### src/rtl/uart_pkg.sv
// ============================================================================
// Module  : uart_pkg
// Brief   : Shared state encoding and parity-mode constants for uart_rx_os.
// Revision: 1.0 - initial release
// ============================================================================
`default_nettype none

package uart_pkg;

  typedef enum logic [2:0] {
    ST_IDLE   = 3'd0,
    ST_START  = 3'd1,
    ST_DATA   = 3'd2,
    ST_PARITY = 3'd3,
    ST_STOP   = 3'd4,
    ST_BREAK  = 3'd5
  } state_e;

  localparam int PAR_NONE = 0;
  localparam int PAR_EVEN = 1;
  localparam int PAR_ODD  = 2;

endpackage

`default_nettype wire

### src/rtl/uart_baud_tick.sv
// ============================================================================
// Module  : uart_baud_tick
// Brief   : Free-running divisor counter producing a 1-cycle sample tick.
// Revision: 1.0 - initial release
// ============================================================================
`default_nettype none

module uart_baud_tick #(
  parameter int DIV_WIDTH = 16
) (
  input  logic                 clk,
  input  logic                 reset,
  input  logic [DIV_WIDTH-1:0] clk_div,
  input  logic                 clear,
  output logic                 tick
);

  logic [DIV_WIDTH-1:0] r_cnt;
  logic [DIV_WIDTH-1:0] r_lim;
  logic [DIV_WIDTH-1:0] w_lim_nx;
  logic                 w_wrap;

  // Divisor is latched only at wrap so a mid-period change never shortens a tick.
  assign w_lim_nx = (clk_div == '0) ? DIV_WIDTH'(1) : clk_div;
  assign w_wrap   = (r_cnt >= r_lim - 1'b1);
  assign tick     = w_wrap;

  always_ff @(posedge clk or negedge reset) begin
    if (!reset) begin
      r_cnt <= '0;
      r_lim <= DIV_WIDTH'(1);
    end else begin
      if (w_wrap) r_lim <= w_lim_nx;
      if (clear || w_wrap) r_cnt <= '0;
      else                 r_cnt <= r_cnt + 1'b1;
    end
  end

endmodule

`default_nettype wire

### src/rtl/uart_rx_os.sv
// ============================================================================
// Module  : uart_rx_os
// Brief   : Oversampled UART receiver with majority vote, parity, stop check
//           and a valid/ready holding register.
// Revision: 1.0 - initial release
// ============================================================================
`default_nettype none

module uart_rx_os #(
  parameter int DATA_BITS  = 8,
  parameter int OVERSAMPLE = 16,
  parameter int DIV_WIDTH  = 16,
  parameter int PARITY     = 0,
  parameter int STOP_BITS  = 1
) (
  input  logic                 clk,
  input  logic                 reset,
  input  logic                 rx,
  input  logic [DIV_WIDTH-1:0] clk_div,
  output logic [DATA_BITS-1:0] data_out,
  output logic                 data_valid,
  input  logic                 data_ready,
  output logic                 busy,
  output logic                 parity_err,
  output logic                 frame_err,
  output logic                 overrun_err
);

  import uart_pkg::*;

  localparam int c_NW = $clog2(OVERSAMPLE);
  localparam int c_BW = $clog2(DATA_BITS + 1);
  localparam logic [c_NW-1:0] c_n_one  = c_NW'(1);
  localparam logic [c_NW-1:0] c_n_s0   = c_NW'(OVERSAMPLE / 2 - 1);
  localparam logic [c_NW-1:0] c_n_s1   = c_NW'(OVERSAMPLE / 2);
  localparam logic [c_NW-1:0] c_n_s2   = c_NW'(OVERSAMPLE / 2 + 1);
  localparam logic [c_NW-1:0] c_n_end  = c_NW'(OVERSAMPLE - 1);
  localparam logic [c_BW-1:0] c_last   = c_BW'(DATA_BITS - 1);

  state_e               r_state, w_state_nx;
  logic                 r_sync1, r_rx_s, r_rx_prev;
  logic [c_NW-1:0]      r_n;
  logic [c_BW-1:0]      r_bit;
  logic [DATA_BITS-1:0] r_shift, r_data;
  logic                 r_v0, r_v1, r_par_bad, r_stop1;
  logic                 r_valid, r_perr, r_ferr, r_oerr;
  logic                 w_tick, w_dec, w_end, w_maj, w_par_bad;
  logic                 w_start, w_shift_en, w_par_rec, w_stop1_ok, w_frame_err, w_commit;

  uart_baud_tick #(
    .DIV_WIDTH (DIV_WIDTH)
  ) u_tick (
    .clk     (clk),
    .reset   (reset),
    .clk_div (clk_div),
    .clear   (w_start),
    .tick    (w_tick)
  );

  // Third vote sample is the live synchronised line at the decision tick.
  assign w_maj     = (r_v0 & r_v1) | (r_v0 & r_rx_s) | (r_v1 & r_rx_s);
  assign w_dec     = w_tick && (r_n == c_n_s2);
  assign w_end     = w_tick && (r_n == c_n_end);
  assign w_par_bad = (PARITY == PAR_EVEN) ? ((^r_shift) != w_maj) : ((^r_shift) == w_maj);

  assign data_out    = r_data;
  assign data_valid  = r_valid;
  assign busy        = (r_state != ST_IDLE);
  assign parity_err  = r_perr;
  assign frame_err   = r_ferr;
  assign overrun_err = r_oerr;

  always_ff @(posedge clk or negedge reset) begin
    if (!reset) r_state <= ST_IDLE;
    else        r_state <= w_state_nx;
  end

  always_comb begin
    w_state_nx  = r_state;
    w_start     = 1'b0;
    w_shift_en  = 1'b0;
    w_par_rec   = 1'b0;
    w_stop1_ok  = 1'b0;
    w_frame_err = 1'b0;
    w_commit    = 1'b0;
    case (r_state)
      ST_IDLE: begin
        if (r_rx_prev && !r_rx_s) begin
          w_start    = 1'b1;
          w_state_nx = ST_START;
        end
      end
      ST_START: begin
        if (w_dec && w_maj) w_state_nx = ST_IDLE;
        else if (w_end)     w_state_nx = ST_DATA;
      end
      ST_DATA: begin
        w_shift_en = w_dec;
        if (w_end && (r_bit == c_last))
          w_state_nx = (PARITY != PAR_NONE) ? ST_PARITY : ST_STOP;
      end
      ST_PARITY: begin
        w_par_rec = w_dec;
        if (w_end) w_state_nx = ST_STOP;
      end
      ST_STOP: begin
        // Final stop returns to IDLE at mid-bit so a back-to-back start is caught.
        if (w_dec) begin
          if (!w_maj) begin
            w_frame_err = 1'b1;
            w_state_nx  = ST_BREAK;
          end else if ((STOP_BITS == 2) && !r_stop1) begin
            w_stop1_ok = 1'b1;
          end else begin
            w_commit   = 1'b1;
            w_state_nx = ST_IDLE;
          end
        end
      end
      ST_BREAK: begin
        if (r_rx_s) w_state_nx = ST_IDLE;
      end
      default: w_state_nx = ST_IDLE;
    endcase
  end

  always_ff @(posedge clk or negedge reset) begin
    if (!reset) begin
      r_sync1   <= 1'b1;
      r_rx_s    <= 1'b1;
      r_rx_prev <= 1'b1;
      r_v0      <= 1'b1;
      r_v1      <= 1'b1;
      r_n       <= '0;
      r_bit     <= '0;
      r_shift   <= '0;
      r_par_bad <= 1'b0;
      r_stop1   <= 1'b0;
      r_data    <= '0;
      r_valid   <= 1'b0;
      r_perr    <= 1'b0;
      r_ferr    <= 1'b0;
      r_oerr    <= 1'b0;
    end else begin
      r_sync1   <= rx;
      r_rx_s    <= r_sync1;
      r_rx_prev <= r_rx_s;

      // The detecting cycle itself counts as tick 0 of the start bit.
      if (w_start)                r_n <= c_n_one;
      else if (r_state == ST_IDLE) r_n <= '0;
      else if (w_tick)            r_n <= (r_n == c_n_end) ? '0 : r_n + 1'b1;

      if (w_tick && (r_n == c_n_s0)) r_v0 <= r_rx_s;
      if (w_tick && (r_n == c_n_s1)) r_v1 <= r_rx_s;

      if (w_start) begin
        r_bit     <= '0;
        r_par_bad <= 1'b0;
        r_stop1   <= 1'b0;
      end else begin
        if ((r_state == ST_DATA) && w_end) r_bit <= r_bit + 1'b1;
        if (w_par_rec)  r_par_bad <= w_par_bad;
        if (w_stop1_ok) r_stop1   <= 1'b1;
      end

      if (w_shift_en) r_shift <= {w_maj, r_shift[DATA_BITS-1:1]};

      r_ferr <= w_frame_err;
      r_perr <= w_commit && r_par_bad;
      r_oerr <= w_commit && !r_par_bad && r_valid && !data_ready;

      if (w_commit && !r_par_bad && (!r_valid || data_ready)) begin
        r_data  <= r_shift;
        r_valid <= 1'b1;
      end else if (r_valid && data_ready) begin
        r_valid <= 1'b0;
      end
    end
  end

endmodule

`default_nettype wire
### config.mk
export PLATFORM = sky130hd
export DESIGN_NAME = uart_rx_os
export DESIGN_NICKNAME = d
export VERILOG_FILES = /design/src/rtl/uart_pkg.sv /design/src/rtl/uart_baud_tick.sv /design/src/rtl/uart_rx_os.sv
export SDC_FILE = /design/constraint.sdc
export NUM_CORES = 1
export LEC_CHECK = 0
export ABC_AREA = 1
export BUFFER_PORTS_ARGS = -buffer_cell sky130_fd_sc_hd__buf_2
export CAP_MARGIN = 20
export CORE_ASPECT_RATIO = 1.25
export CORE_MARGIN = 2
export CORE_UTILIZATION = 48
export DETAILED_ROUTE_END_ITERATION = 16
export PLACE_DENSITY_LB_ADDON = 0.2
export SLEW_MARGIN = 20
export SYNTH_ARGS = -nofsm -noshare
export SYNTH_HDL_FRONTEND = slang
export SYNTH_SLANG_ARGS = --single-unit
### constraint.sdc
create_clock -name clk -period 3.2 [get_ports clk]
set_clock_uncertainty 0.2 [all_clocks]
set_input_delay 0.8 -clock clk [delete_from_list [all_inputs] [get_ports clk]]
set_output_delay 0.8 -clock clk [all_outputs]
set_load 0.05 [all_outputs]
==> impl_summary.txt, run 1 <==
----------------------------------------------------
[Timing]
  RSZ-0062 raised after global routing ... yes
  Max-Slew Margin vs Limit ... 0.459
  Minimum clock period after layout ... 3.30 ns
  Final worst path period share ... 1.03
  WHS ... 0.159 ns
  Max Slew Vio Count ... 0
  Count of endpoints failing hold in the final timing report ... 0
  Worst-Margin Slew ... 0.805 ns
  Setup ws final ... -0.0953 ns
  Final-report setup violation count ... 47
  Top achievable clock speed ... around 0.3 GHz

[Placed design]
  Global placer's final weighted congestion ... roughly 0.95
  Detailed placer's ending HPWL ... a little over 6000 microns
  DP Worst Slack ... -0.236 ns
  Port-buffer cells ... 32

[CTS]
  Clock tree from TritonCTS ... built
  Clock slew at the register clock pins of the worst setup and hold paths ... 0.07 ns
  Number of sinks on the clock net ... a little under 70
  Clock latency reported for the late side of the worst-skew pair ... between 0.3 and 0.4 ns
  Clock H-tree levels ... 3
  Clock root buffer ... clkbuf_8
  Clock Tree Buf Depth ... 2
  CTS Hold Bufs ... 0
  Clock buffer count from CTS ... 9

[Critical path]
  Crit-path max FO ... 18
  Element type at the critical path end ... flop
  Critical path start-end classification ... flop to flop
  Sort of element at the start of the critical path ... flop
  Arrival @ worst endpoint ... 3.36 ns
  Worst EP required ... 3.27 ns

[Logic synthesis]
  Top cells by area in the synthesized netlist ... dfrtp_1, nand2_1, inv_1, ha_1, dfstp_2
  Most frequently used flop master after synthesis ... dfrtp_1
  Number of distinct library cells after synthesis ... 37
  Mean Syn Cell Area ... 8.30 sq um
  Cell type with the largest total area after synthesis ... dfrtp_1
  Post-synthesis sequential area ratio ... 0.446
  Top post-synthesis cells by count ... nand2_1, inv_1, dfrtp_1
  Share of synthesized registers carrying an async set or reset ... 1.00
  Area share of the leading cell type in the synthesized netlist ... 0.405
  Top-count cell post-synth ... nand2_1
  Number of nets produced by synthesis ... 511
  Ys Warns ... 0
  EDFF count, synth ... 0
  Synthesized flop and latch total ... 69
  Combined area of all synthesized cells ... 0.00389 sq mm
  Number of cells produced by synthesis ... about 470

[Die]
  Number of cell rows ... 36
  Die area ... between 0.008 and 0.009 sq mm
  Die Width ... 84.5 microns
  Effective utilization at floorplan ... 0.497
  Y dimension of the die ... 105 microns
  Core area ... 0.00784 sq mm
  IO Count ... 33

[GRT]
  Via count of the first global-routing pass ... between 3000 and 4000
  Initial antenna violation count ... 0
  Grt ovf ... 0
  Largest net degree at the start of global routing ... 45
  GRT Util Overall ... 0.216
  First-pass GRT wire length ... roughly 15000 microns

[Drt]
  Routed WL per cell ... 14.1 microns
  Routed via count divided by cell count ... approximately 5.2
  Post-route DRC ... 0
  Router iterations before antenna repair ... 4
  Post-DRT Antenna Nets ... 0
  Total via count in the routed design ... 3386
  Detailed router's first-iteration violation count ... between 100 and 150
  Aggregate routed wire length ... between 9000 and 10000 microns

[Outcome]
  Outcome ... finished with violations
  Violations in the final reports ... setup timing

[Pwr]
  PD cells ... 480 mW/mm^2
  Power consumption ... between 2 and 3 mW
  Leakage power of the design ... around 2.7 nW
  Worst supply voltage drop on vdd ... between 500 and 600 uV

[Run]
  Max-cap check violation count ... 0

[Finish]
  Proportion of layout cells with a drive suffix above 1 ... 0.348
  Final antenna diode count ... 0
  Number of fillers in the final layout ... 635
  P&R area growth vs syn ... 34.1%
  NumNets Final ... 592

[Min path]
  Path class of the lowest-slack min-delay path ... flop to flop

----------------------------------------------------
==> metal layers <==
layer	up-vias	routed length [microns]	GRT usage
met5	-	0	0
met2	48	5000	0.394
met4	0	173	0.0941
li1	1677	-	-
met3	12	232	0.0269
met1	1649	3760	0.248
==> stage by stage <==
stage	utilization	setup TNS, ns	cells	instance area (sq um)
floorplan	-	-0.0471	469	3920
global placement	0.559	-3.53	615	4380
detailed placement	0.559	-7.23	615	4380
CTS	0.628	-1.07	645	4920
global route	0.666	-14.58	650	5220
finish	0.666	-2.01	650	5220
==> worst max-delay path: stages, from the launching register on <==
cell,delay [ns]
dfrtp_1,0.43
nor2_2,0.14
nand3_1,0.09
nor2_2,0.13
nand3_2,0.11
nor2_4,0.11
nand2_2,0.08
nor3_4,0.15
buf_4,0.14
xor2_1,0.16
ha_1,0.30
a21oi_2,0.15
o21ai_1,0.10
a21oi_2,0.23
nand2_4,0.13
buf_4,0.17
buf_8,0.15
nand4_1,0.09
nand2_1,0.05
o21ai_0,0.07
==> report_power, final <==
part           total [mW]  leakage [nW]  switching [mW]  internal, mW
registers            1.01         0.849          0.0747         0.939
clock network       0.894         0.119           0.357         0.537
logic               0.599          1.69           0.392         0.207
total                2.51          2.66           0.823          1.68
==> sequential cells by signal, indices dropped and copies added (netlist names) <==
signal        count
data_out          8
data_valid        1
frame_err         1
overrun_err       1
parity_err        1
r_bit             4
r_n               4
r_par_bad         1
r_rx_prev         1
r_rx_s            1
r_shift           8
r_state           3
r_sync1           1
r_v0              1
r_v1              1
u_tick.r_cnt     16
u_tick.r_lim     16
==> cell families after synthesis <==
| family | Yosys count | synth area share |
|---|---|---|
| adder cells (fa/ha/maj) | 22 | 0.0707 |
| buffers and inverters | 85 | 0.0881 |
| AND/OR/NAND/NOR | 208 | 0.252 |
| XOR/XNOR | 24 | 0.0540 |
| flip-flops | 69 | 0.446 |
| AO/OA/AOI/OAI | 61 | 0.0900 |
==> path summary, 6_finish.rpt <==
check | from | endpoint | slack, ns | cells past startpoint
min | r_sync1 | r_rx_s | 0.16 | 0
max reg2reg | u_tick.r_lim[2] | r_v1 | -0.1 | 19
min reg2reg | r_sync1 | r_rx_s | 0.16 | 0
max in group asynchronous | reset | r_rx_s | 1.83 | 2
min in group asynchronous | reset | u_tick.r_cnt[6] | 0.26 | 1
max | u_tick.r_lim[2] | r_v1 | -0.1 | 19
==> layout by cell type, fill, tap and decap left out, types with 14 or more instances in the layout <==
master   netlist  routed
nor2_1        35      27
buf_4          1      36
nand2_1      102      81
dfrtp_1       63      63
buf_2          2      32
nand2_4        0      14
o21ai_0       30      21
ha_1          22      18
xor2_1        15      15
inv_1         75      70
nand3_1       23      16
==> what timing repair did <==
item	4_1_cts	5_1_grt
gates cloned	3	0
pin swaps	27	29
buffers inserted	12	5
gates resized for setup	41	61
hold endpoints to repair	0	0
endpoints found under the setup margin	58	66
==> cell type report <==
cell class / count / area [sq um] / area share
multi-input combinational: 317 / 2250 / 0.431
sequential: 69 / 1730 / 0.332
timing repair buffer: 75 / 564 / 0.108
inverter: 78 / 308 / 0.0590
clock buffer: 10 / 138 / 0.0264
tap: 95 / 119 / 0.0228
clock inverter: 6 / 110 / 0.0211
(Power assumes the default switching activity.)
==> run 2: changes to the inputs <==
--- a/config.mk
+++ b/config.mk
@@ -10,9 +10,10 @@
 export CAP_MARGIN = 20
 export CORE_ASPECT_RATIO = 1.25
 export CORE_MARGIN = 2
-export CORE_UTILIZATION = 48
+export CORE_UTILIZATION = 35
 export DETAILED_ROUTE_END_ITERATION = 16
 export PLACE_DENSITY_LB_ADDON = 0.2
+export SETUP_SLACK_MARGIN = 0.15
 export SLEW_MARGIN = 20
 export SYNTH_ARGS = -nofsm -noshare
 export SYNTH_HDL_FRONTEND = slang
==> run 2 against run 1 <==
Design area is 1.7% higher. Sequential power about the same. First-iteration DRC count fell by 26%. Worst setup slack got worse by 0.074 ns. Largest cell class unchanged. Worst hold slack worse by 0.0019 ns. Global-route usage decreased by 5.3 points. Register-to-register slack worse by 0.07 ns. Die area increased by 35%. Via count is 1.3% lower. Critical path depth is 6 higher. Sequential share of layout area down 0.56 points. The run still ends with setup timing left.
==> impl_summary.txt, run 2 (synthesis gave the netlist of run 1 again) <==
----------------------------------------------------
[Outcome]
  Outcome ... finished with violations
  Violations in the final reports ... setup timing

[Critical path]
  Setup slack of the most critical reg-to-reg path ... -0.17 ns
  Sort of element at the start of the critical path ... flop
  Slowest cell on the critical path ... dfrtp_1
  Critical Path Sink ... r_state[1]
  Element type at the critical path end ... flop
  FF-to-FF Start ... u_tick.r_lim[1]
  Delay of the slowest critical-path stage ... approximately 0.40 ns
  Reg-to-reg critical path endpoint ... r_state[1]
  Start point of the critical path ... u_tick.r_lim[1]
  Cell repeated most along the worst path ... nand2_4
  Buffers plus inverters on the worst setup path ... 5
  Critical path start-end classification ... flop to flop
  CP top delay family ... simple AND/OR/NAND/NOR gates
  Worst r2r path cells ... 25
  Depth of the critical timing path with buffers and inverters included ... 25
  Worst EP required ... 3.23 ns
  Crit-path max FO ... 5
  Arrival @ worst endpoint ... around 3.4 ns

[Die]
  Die Width ... 98.3 microns
  Core area ... roughly 0.011 sq mm
  Die area ... 0.0120 sq mm
  Number of cell rows ... 43
  IO Count ... 33
  Effective utilization at floorplan ... 0.355
  Y dimension of the die ... 122 microns

[Pwr]
  Net Sw Frac ... 0.308
  Share of total power in the clock network ... 0.419
  Portion of total power attributed to sequential cells ... 0.372
  Worst supply voltage drop on vdd ... 530 uV
  Cell internal pwr ... between 1.5 and 2 mW
  Leakage power of the design ... roughly 2.7 nW
  Part of the total power dissipated in combinational logic ... 0.209
  Power spent charging and discharging nets ... 845 uW
  PD cells ... 517 mW/mm^2

[CTS]
  Clock root buffer ... clkbuf_16
  Clock latency reported for the late side of the worst-skew pair ... 0.34 ns
  Clock H-tree levels ... 3
  CTS Hold Bufs ... 0
  Number of sinks on the clock net ... 69
  Clock tree from TritonCTS ... built
  Clock Tree Buf Depth ... 2
  Clock slew at the register clock pins of the worst setup and hold paths ... 0.06 ns
  Clock buffer count from CTS ... 9

[Timing]
  Worst-Margin Slew ... 1.04 ns
  Setup ws final ... -0.169 ns
  Max-Slew Margin vs Limit ... 0.304
  Count of endpoints failing hold in the final timing report ... 0
  Max Slew Vio Count ... 0
  RSZ-0062 raised after global routing ... yes
  Minimum clock period after layout ... about 3.4 ns
  Final-report setup violation count ... 42
  Summed negative setup slack over all endpoints ... -3.09 ns
  Final worst path period share ... 1.05
  Top achievable clock speed ... roughly 0.30 GHz

[Drt]
  Router iterations before antenna repair ... 4
  Post-DRT Antenna Nets ... 0
  Aggregate routed wire length ... approximately 9000 microns
  Total via count in the routed design ... 3343
  Routed WL per cell ... 13.2 microns
  Detailed router's first-iteration violation count ... 106
  Post-route DRC ... 0
  Routed via count divided by cell count ... 4.84

[Finish]
  NumNets Final ... between 500 and 600
  P&R area growth vs syn ... 36.4%
  Cell area after layout ... between 0.005 and 0.006 sq mm
  Registers with the most flip-flops ... u_tick.r_cnt x16, u_tick.r_lim x16
  Proportion of layout cells with a drive suffix above 1 ... 0.335
  Most frequent standard cell in the layout excluding fill and tap cells ... nand2_1
  Number of fillers in the final layout ... 1041
  Non-Filler Instances ... 690
  Commonest cells after routing, fill and taps aside ... nand2_1, inv_1, dfrtp_1
  Final antenna diode count ... 0

[Placed design]
  Placement-stage cell area ... 0.00450 sq mm
  Detailed placer's ending HPWL ... 6480 microns
  Cells after DPL ... 660
  DP Worst Slack ... -0.204 ns
  Global placer's final weighted congestion ... between 0.8 and 0.9
  Port-buffer cells ... 32

[GRT]
  Initial antenna violation count ... 0
  Via count of the first global-routing pass ... about 3300
  Largest net degree at the start of global routing ... 38
  GRT Util Overall ... 0.162
  First-pass GRT wire length ... about 15000 microns
  Grt ovf ... 0

[Min path]
  Path class of the lowest-slack min-delay path ... flop to flop

[Run]
  Max-cap check violation count ... 0

----------------------------------------------------
==> run 2: layer usage <==
| metal | global-route usage | share of wire | up-vias |
|---|---|---|---|
| met5 | 0 | 0 | - |
| met4 | 0.0959 | 0.041 | 0 |
| met3 | 0.0321 | 0.027 | 24 |
| met2 | 0.288 | 0.52 | 44 |
| met1 | 0.180 | 0.41 | 1601 |
| li1 | - | - | 1674 |
==> run 2: final cells by class <==
class / count / area (sq um) / share of cell area
repair buffers: 76 / 602 / 0.113
flip-flops and latches: 69 / 1730 / 0.327
multi-input cells: 316 / 2160 / 0.406
clock buffers: 10 / 229 / 0.0431
well taps: 135 / 169 / 0.0318
inverters: 78 / 308 / 0.0580
clock inverters: 6 / 111 / 0.0210
==> run 2: power by group through the flow <==
stage	logic, mW	clock network [mW]	registers [mW]
floorplan	0.369	0	1.01
detailed placement	0.504	0	1.03
global placement	0.484	0	1.03
finish	0.574	1.15	1.02
CTS	0.560	1.17	1.02
global route	0.646	1.21	1.03
==> run 2: worst min-delay path by stage <==
stage                       start      to  cells after the start
after floorplan           r_sync1  r_rx_s                      0
after detailed placement  r_sync1  r_rx_s                      0
after global placement    r_sync1  r_rx_s                      0
after CTS                 r_sync1  r_rx_s                      0
final                     r_sync1  r_rx_s                      0
after global routing      r_sync1  r_rx_s                      0
==> run 2: repair_timing <==
action | 4_1_cts | 5_1_grt
setup buffers | 9 | 2
gates resized for setup | 48 | 28
setup endpoints to repair | 66 | 66
pin swaps | 11 | 18
cloned | 3 | 0
==> run 2: stage by stage <==
stage           util  power [mW]  hold slack (ns)
3_3_place_gp   0.410        1.52            0.151
2_1_floorplan      -        1.38            0.145
5_1_grt        0.484        2.89            0.164
4_1_cts        0.473        2.75            0.158
3_5_place_dp   0.410        1.54            0.148
6_report       0.484        2.75            0.157
